File: src/rtl/fp_unit_arbiter.sv
// fp_unit_arbiter: shares one fixed-latency, fully pipelined FP unit between two
// requesters. Grants at most one operand pair per cycle, registers it onto the
// unit inputs, and returns each result to its issuer through a tag pipeline.
// Optional feature: define FP_ARB_ROUND_ROBIN_EN for round-robin contention;
// otherwise requester 0 has fixed priority.
module fp_unit_arbiter #(
    parameter int unsigned WIDTH   = 32,
    parameter int unsigned LATENCY = 3
) (
    input  logic             clk,
    input  logic             rst,
    input  logic             req0_valid,
    input  logic [WIDTH-1:0] req0_a,
    input  logic [WIDTH-1:0] req0_b,
    output logic             req0_ready,
    input  logic             req1_valid,
    input  logic [WIDTH-1:0] req1_a,
    input  logic [WIDTH-1:0] req1_b,
    output logic             req1_ready,
    output logic             unit_valid,
    output logic [WIDTH-1:0] unit_a,
    output logic [WIDTH-1:0] unit_b,
    output logic             sel,
    input  logic [WIDTH-1:0] unit_result,
    output logic             resp0_valid,
    output logic [WIDTH-1:0] resp0_result,
    output logic             resp1_valid,
    output logic [WIDTH-1:0] resp1_result
);

    logic               last_grant;
    logic               grant0;
    logic               grant1;
    logic               transfer;
    logic [LATENCY-1:0] tag_valid;
    logic [LATENCY-1:0] tag_id;
    logic               tag_out_valid;
    logic               tag_out_id;

    // Combinational grant; nothing is granted while reset is asserted
    always_comb begin
        grant0 = 1'b0;
        grant1 = 1'b0;
        if (!rst) begin
            if (req0_valid && req1_valid) begin
`ifdef FP_ARB_ROUND_ROBIN_EN
                grant0 = last_grant;
                grant1 = ~last_grant;
`else
                grant0 = 1'b1;
`endif
            end else begin
                grant0 = req0_valid;
                grant1 = req1_valid;
            end
        end
    end

    assign req0_ready = grant0;
    assign req1_ready = grant1;
    assign transfer   = grant0 | grant1;

    // Issue register: capture granted operands, hold them when idle
    always_ff @(posedge clk or posedge rst) begin
        if (rst) begin
            unit_valid <= 1'b0;
            unit_a     <= '0;
            unit_b     <= '0;
            sel        <= 1'b0;
            last_grant <= 1'b1;
        end else begin
            unit_valid <= transfer;
            if (transfer) begin
                unit_a     <= grant1 ? req1_a : req0_a;
                unit_b     <= grant1 ? req1_b : req0_b;
                sel        <= grant1;
                last_grant <= grant1;
            end
        end
    end

    // Tag pipeline mirrors the unit latency so the owner is known on result return
    always_ff @(posedge clk or posedge rst) begin
        if (rst) begin
            tag_valid <= '0;
            tag_id    <= '0;
        end else begin
            tag_valid[0] <= unit_valid;
            tag_id[0]    <= sel;
            for (int i = 1; i < int'(LATENCY); i++) begin
                tag_valid[i] <= tag_valid[i-1];
                tag_id[i]    <= tag_id[i-1];
            end
        end
    end

    assign tag_out_valid = tag_valid[LATENCY-1];
    assign tag_out_id    = tag_id[LATENCY-1];

    // Response steering: one-cycle pulse to the issuer, other result holds
    always_ff @(posedge clk or posedge rst) begin
        if (rst) begin
            resp0_valid  <= 1'b0;
            resp1_valid  <= 1'b0;
            resp0_result <= '0;
            resp1_result <= '0;
        end else begin
            resp0_valid <= tag_out_valid & ~tag_out_id;
            resp1_valid <= tag_out_valid & tag_out_id;
            if (tag_out_valid && !tag_out_id) begin
                resp0_result <= unit_result;
            end
            if (tag_out_valid && tag_out_id) begin
                resp1_result <= unit_result;
            end
        end
    end

endmodule
File: config.mk
export PLATFORM = sky130hd
export DESIGN_NAME = fp_unit_arbiter
export DESIGN_NICKNAME = d
export VERILOG_FILES = /design/src/rtl/fp_unit_arbiter.sv
export SDC_FILE = /design/constraint.sdc
export NUM_CORES = 1
export LEC_CHECK = 0
export BUFFER_PORTS_ARGS = -buffer_cell sky130_fd_sc_hd__clkbuf_2
export CAP_MARGIN = 0
export CORE_MARGIN = 2
export CORE_UTILIZATION = 40
export DETAILED_ROUTE_END_ITERATION = 8
export PLACE_DENSITY = 0.8
export SETUP_SLACK_MARGIN = 0.02
export SLEW_MARGIN = 40
export SYNTH_ARGS = -nofsm -noshare
export SYNTH_HDL_FRONTEND = slang
export SYNTH_SLANG_ARGS = --single-unit
File: constraint.sdc
create_clock -name clk -period 4.85 [get_ports clk]
set_input_delay 0.2425 -clock clk [delete_from_list [all_inputs] [get_ports clk]]
set_output_delay 0.2425 -clock clk [all_outputs]
set_load 0.005 [all_outputs]
==> results by group, run 1 <==
Run status
  – Status: finished clean

CTS
  – CTS max path bufs: 2
  – CTS tree: built
  – Setup repair bufs after CTS: 0
  – Clock root buffer: clkbuf_16
  – Inserted Clock Buffers: 17
  – CTS Hold Bufs: 0
  – Num Clock Sinks: 138
  – H-Tree Depth: 4
  – CTS resizes: 0
  – Clk_lat worst skew: 0.41 ns
  – Clk pin slew, worst setup/hold paths: 0.06 ns

STA
  – Final worst path period share: 39.17%
  – Relative slew margins: 51.78%
  – Max Clk Rate: 0.5264 GHz
  – Max-slew violations: 0
  – Slew @ Worst Pin: 0.7233 ns
  – RSZ-0062 raised after global routing: false
  – Final min period: 1.900 ns
  – TNS Setup: 0 ns
  – Hold Slack: 0.06564 ns
  – Final hold viol count: 0
  – Fin Clk Skew: 0.006811 ns
  – Final setup viols: 0

Logic synthesis
  – Compound-Gate Fraction of Synth Area: 2.444%
  – Average cell area after synthesis: 12.18 um^2
  – Largest family of logic cells by synthesized area: simple AND/OR/NAND/NOR gates
  – Simple logic cell fraction of the synthesized area: 24.60%
  – Synth top area cells: dfrtp_1 55%, nor3_2 7.1%, mux2_4 7.0%
  – Synth Area in XOR/XNOR: 0%
  – Cell count after synthesis: 513
  – Synth Area in Adders: 0%
  – Mapped cell area: 6246 um^2
  – Synth top area share: 55.29%
  – Cell taking the most area after synthesis: dfrtp_1
  – Multiplexer share of the synthesized area: 13.28%
  – #FFs+latches synth: 138
  – Library cells used by synthesis: 21
  – Ys Warns: 0
  – Post-synth net total: 677
  – Seq/Total Area, Yosys: 55.29%

Setup path
  – Arrival @ worst endpoint: 1.66 ns
  – Critical path cell sequence: buf_4 -> buf_4 -> nor3b_1 -> clkbuf_2
  – Slowest cell on crit path: buf_4
  – Top Family by Delay on Critical Path: buffers and inverters
  – Crit path top cell by count: buf_4
  – Critical Setup Path Class: in -> out
  – Startpoint Class: primary input
  – CP peak stage delay: 0.66 ns
  – CP required: 4.61 ns
  – Worst Path Buf+Inv: 3
  – Maximum fanout along the worst path: 72
  – Nature of the critical path endpoint: primary output

GRT
  – Vias in the first global route: 5074
  – First-pass GRT wire length: 25.75 mm
  – Total GRT Usage: 19.93%
  – Overflow after GRT: 0
  – Initial antenna violation count: 0
  – Largest net degree at the start of global routing: 105

Placement
  – Global placer's final weighted congestion: 0.8373
  – Port buffer count: 297
  – DP HPWL: 12.06 mm

Detailed routing
  – Wire length per cell: 16.33 um
  – Post-detailed-route count of antenna-violating nets: 0
  – DR vias/cell: 4.952
  – Vias: 5041
  – Drt pass-1 iters: 4
  – DRC Markers: 0
  – Final WL: 16.62 mm
  – First-iteration detailed-routing DRC count: 164

Cells and area
  – Commonest cells after routing, fill and taps aside: 295 x clkbuf_2, 138 x dfrtp_1, 84 x nor3_1
  – Fillers: 1321
  – Share of layout cells above drive strength 1: 52.73%
  – Most common cell after layout, fill and taps aside: clkbuf_2
  – Final nets: 957
  – Layout Area Growth over Synthesis: 34.56%
  – Utilization after layout: 55.08%

Die
  – # rows: 45
  – Die area: 16630 um^2
  – Die Height: 129.0 um
  – Starting Density: 40.93%
  – Core area: 15260 um^2
  – Horiz. Die Dim: 129.0 um
  – Ports: 298

Pwr
  – PD cells: 413.1 nW/um^2
  – Pint: 2.517 mW
  – Leakage power: 3.979 nW
  – Comb power frac: 19.9%
  – Seq pwr share: 42.6%
  – IR drop worst, VDD: 0.2335 mV
  – Psw: 0.9542 mW
  – Clock network fraction of design power: 37.6%
  – Switching share of power: 27.49%

Min path
  – Hold Path Class: in -> reg

Job
  – Max-cap violations: 0
==> logic make-up after synthesis <==
family | count (synthesis)
and+or+nand+nor | 251
DFF | 138
muxes | 64
buffers and inverters | 46
AOI/OAI and AO/OA | 14
==> stage by stage <==
stage,power [mW],area (um^2),instances,setup slack [ns]
5_1_grt,3.653,8402,1017,2.853
6_report,3.471,8404,1018,2.950
3_3_place_gp,2.166,7795,985,2.403
3_5_place_dp,2.194,7800,985,2.681
2_1_floorplan,1.836,6246,513,2.140
4_1_cts,3.519,8402,1017,2.960
==> cell usage after synthesis <==
cell type and n:
buf_4 8, buf_2 15, nand2_1 1, o22ai_1 2, nor3_1 84, mux2_1 35
o22ai_2 10, nor3b_1 53, or2_4 1, dfrtp_1 138, inv_1 1, inv_2 3
clkbuf_1 12, o21ba_1 1, nand2b_2 1, nor3_2 44, nand2b_1 2, mux2_4 29
nor2_1 65, a21oi_1 1, buf_6 7
==> power by group through the flow <==
| stage | Clock (mW) | Combinational [mW] | Sequential (mW) |
|---|---|---|---|
| 2_1_floorplan | 0 | 0.337 | 1.50 |
| 3_3_place_gp | 0 | 0.681 | 1.49 |
| 3_5_place_dp | 0 | 0.698 | 1.50 |
| 4_1_cts | 1.34 | 0.702 | 1.48 |
| 5_1_grt | 1.39 | 0.760 | 1.50 |
| 6_report | 1.30 | 0.689 | 1.48 |
==> metal layers <==
metal / track usage (%) / share of wire [%]
met1: 22.64 / 40
met2: 35.42 / 50
met3: 6.154 / 7.5
met4: 7.161 / 2.1
met5: 0 / 0.036
==> area by class of cell <==
type                            count  area, um^2  area share [%]
Sequential cell                   138        3453           41.09
Multi-Input combinational cell    329        2524           30.03
Timing Repair Buffer              303        1536           18.28
Clock buffer                       19       442.9           5.270
Tap cell                          211       264.0           3.141
Clock inverter                     13       158.9           1.891
Inverter                            4       22.52          0.2680
Antenna cell                        1       2.502         0.02978
==> sequential cells by signal, indices dropped and copies added, names as in the netlist <==
| name | cells |
|---|---|
| resp0_result | 32 |
| resp1_result | 32 |
| resp0_valid | 1 |
| sel | 1 |
| tag_id | 3 |
| tag_valid | 3 |
| unit_valid | 1 |
| unit_b | 32 |
| unit_a | 32 |
| resp1_valid | 1 |
==> worst reg2reg max path: cells and delay by family (launching register included) <==
kind                   cells  cell delay, ns
AND/OR/NAND/NOR            1            0.12
flip-flops                 1            0.39
buffers and inverters      1            0.50
multiplexers               1            0.41
==> worst paths after layout <==
kind,slack [ns],end,cells past startpoint,from
max in group asynchronous,3.56,resp1_result[7],3,rst
min in group asynchronous,0.16,tag_valid[2],2,rst
setup reg to reg,3.30,resp0_result[15],3,tag_valid[2]
setup / recovery,2.95,req1_ready,4,rst
hold / removal,0.07,resp1_result[10],2,unit_result[10]
hold reg to reg,0.34,tag_valid[2],0,tag_valid[1]
Power figures use the tool's default switching activity.
==> inputs of run 2 (changes only) <==
--- a/config.mk
+++ b/config.mk
@@ -10,7 +10,7 @@
 export CORE_MARGIN = 2
 export CORE_UTILIZATION = 40
 export DETAILED_ROUTE_END_ITERATION = 8
-export PLACE_DENSITY = 0.8
+export PLACE_DENSITY = 0.82
 export SETUP_SLACK_MARGIN = 0.02
 export SLEW_MARGIN = 40
 export SYNTH_ARGS = -nofsm -noshare
==> constraint.sdc (replaced) <==
create_clock -name clk -period 1.7 [get_ports clk]
set_input_delay 0.085 -clock clk [delete_from_list [all_inputs] [get_ports clk]]
set_output_delay 0.085 -clock clk [all_outputs]
set_load 0.005 [all_outputs]
==> results by group, run 2 (synthesis gave the netlist of run 1 again) <==
GRT
  – Total GRT Usage: 26.49% (+6.6 points)
  – Vias in the first global route: 6408 (+26%)
  – Overflow after GRT: 0 (unchanged)
  – GR Util met1: 29.95% (+7.3 points)
  – Top Usage Layer GRT: met2
  – First-pass GRT wire length: 33.78 mm (+31%)
  – M2 GR Usage: 44.91% (+9.5 points)
  – Met3 GRT Util: 8.191% (+2.0 points)
  – Largest net degree at the start of global routing: 87 (-17%)
  – Initial antenna violation count: 0 (unchanged)

Setup path
  – Arrival @ worst endpoint: 1.51 ns (-0.15 ns)
  – R2r startpoint: tag_valid[2]
  – CP required: 1.62 ns (-2.99 ns)
  – Nature of the critical path endpoint: primary output
  – Critical Setup Path Class: in -> out
  – Reg2Reg Depth: 3 (unchanged)
  – Maximum fanout along the worst path: 86 (+19%)
  – Startpoint Class: primary input
  – Crit path from: rst

STA
  – Fin Clk Skew: 0.007622 ns (+0.0008104 ns)
  – Relative slew margins: 66.64% (+15 points)
  – Final worst path period share: 93.83%
  – Final hold viol count: 0 (unchanged)
  – Max Clk Rate: 0.6269 GHz
  – Slew @ Worst Pin: 0.4965 ns (-0.2268 ns)
  – TNS Setup: 0 ns (unchanged)
  – RSZ-0062 raised after global routing: false
  – Final setup viols: 0 (unchanged)
  – Worst Setup Slack, final: 0.1049 ns (-2.845 ns)
  – Max-slew violations: 0 (unchanged)
  – Final min period: 1.595 ns

Detailed routing
  – First-iteration detailed-routing DRC count: 222 (+35%)
  – Final WL: 22.02 mm (+32%)
  – DR vias/cell: 5.079 (+2.6%)
  – Wire length per cell: 18.60 um (+14%)
  – Post-detailed-route count of antenna-violating nets: 0 (unchanged)
  – Vias: 6014 (+19%)
  – DRC Markers: 0 (unchanged)
  – Drt pass-1 iters: 4 (unchanged)

Die
  – Core area: 15260 um^2 (unchanged)
  – Die Height: 129.0 um (unchanged)
  – Horiz. Die Dim: 129.0 um (unchanged)
  – Starting Density: 40.93% (unchanged)
  – Ports: 298 (unchanged)
  – Die area: 16630 um^2 (unchanged)
  – # rows: 45 (unchanged)

Placement
  – Pre-CTS setup slack: 0.3348 ns (-2.346 ns)
  – Port buffer count: 297 (unchanged)
  – Global placer's final weighted congestion: 0.7952 (-5.0%)
  – DP HPWL: 12.49 mm (+3.6%)

CTS
  – CTS tree: built
  – Clk_lat worst skew: 0.41 ns (about the same)
  – CTS max path bufs: 2 (unchanged)
  – Inserted Clock Buffers: 17 (unchanged)
  – Setup repair bufs after CTS: 0 (unchanged)
  – Clk pin slew, worst setup/hold paths: 0.06 ns (about the same)
  – Num Clock Sinks: 138 (unchanged)
  – Clock root buffer: clkbuf_16
  – H-Tree Depth: 4 (unchanged)

Cells and area
  – Layout Area Growth over Synthesis: 61.72%
  – # diodes: 0 (-1)
  – Fillers: 1047 (-21%)
  – Commonest cells after routing, fill and taps aside: 296 x clkbuf_2, 157 x dlygate4sd3_1, 138 x dfrtp_1
  – Final nets: 1124 (+17%)
  – Most common cell after layout, fill and taps aside: clkbuf_2
  – Share of layout cells above drive strength 1: 44.81% (-7.9 points)

Pwr
  – IR drop worst, VDD: 0.6121 mV (+160%)
  – Leakage power: 4.702 nW (+18%)
  – PD cells: 1023 nW/um^2 (+150%)

Min path
  – Hold Path Class: in -> reg
  – Hold depth: 3 (+1)
  – Hold path startpoint: req0_a[9]

Run status
  – Status: finished clean

Job
  – Max-cap violations: 0 (unchanged)
[run 2: cell count changes in the layout (fill, tap and decap cells not counted), moves of 2 or more]
cell and delta:
dlygate4sd3_1 +157, buf_12 +5, buf_4 +5, inv_6 +2
[run 2: timing repair]
item	CTS	global route
setup endpoints to repair	0	1
gates resized for setup	0	1
endpoints found under the hold margin	159	0
hold buffers	157	0
[run 2: worst paths after layout]
kind                               endpoint  slack, ns
min reg2reg                       tag_id[2]       0.34
max in group asynchronous  resp1_result[22]       0.65
max reg2reg                resp1_result[17]       0.30
min                               unit_a[9]       0.01
max                              req1_ready       0.10
min in group asynchronous         unit_b[7]       0.34
[run 2: area by class of cell]
cell class	count	area, um^2	share of cell area (%)
clock inverters	14	152.6	1.511
inverters	4	20.02	0.1982
multi-input cells	329	2529	25.03
repair buffers	470	3243	32.11
clock buffers	18	439.2	4.348
well taps	211	264.0	2.614
flip-flops and latches	138	3453	34.19
[run 2: worst max-delay path, cell delays in order]
cell,delay [ns]
dlygate4sd3_1,0.53
buf_4,0.21
buf_12,0.21
nor3b_1,0.27
clkbuf_2,0.16
[run 2: through the flow]
stage	cell area, um^2	total power [mW]	hold slack (ns)	instances	utilization (%)
floorplan	6252	5.238	0.2167	513	-
global placement	7933	6.213	0.2285	995	51.99
detailed placement	7933	6.293	0.2404	995	51.99
CTS	10100	10.29	0.005990	1184	66.17
global route	10100	10.81	0.004838	1184	66.20
finish	10100	10.33	0.01156	1184	66.20
[run 2: layer usage]
layer,part of all wire [%],vias to the layer above
met5,0,-
met4,4.8,0
met3,7.3,95
met2,49,324
met1,38,2901
li1,-,2694
[run 2: where the power goes]
group	switching, mW	internal [mW]
registers	0.397	3.87
logic	1.04	1.34
clock network	1.58	2.11
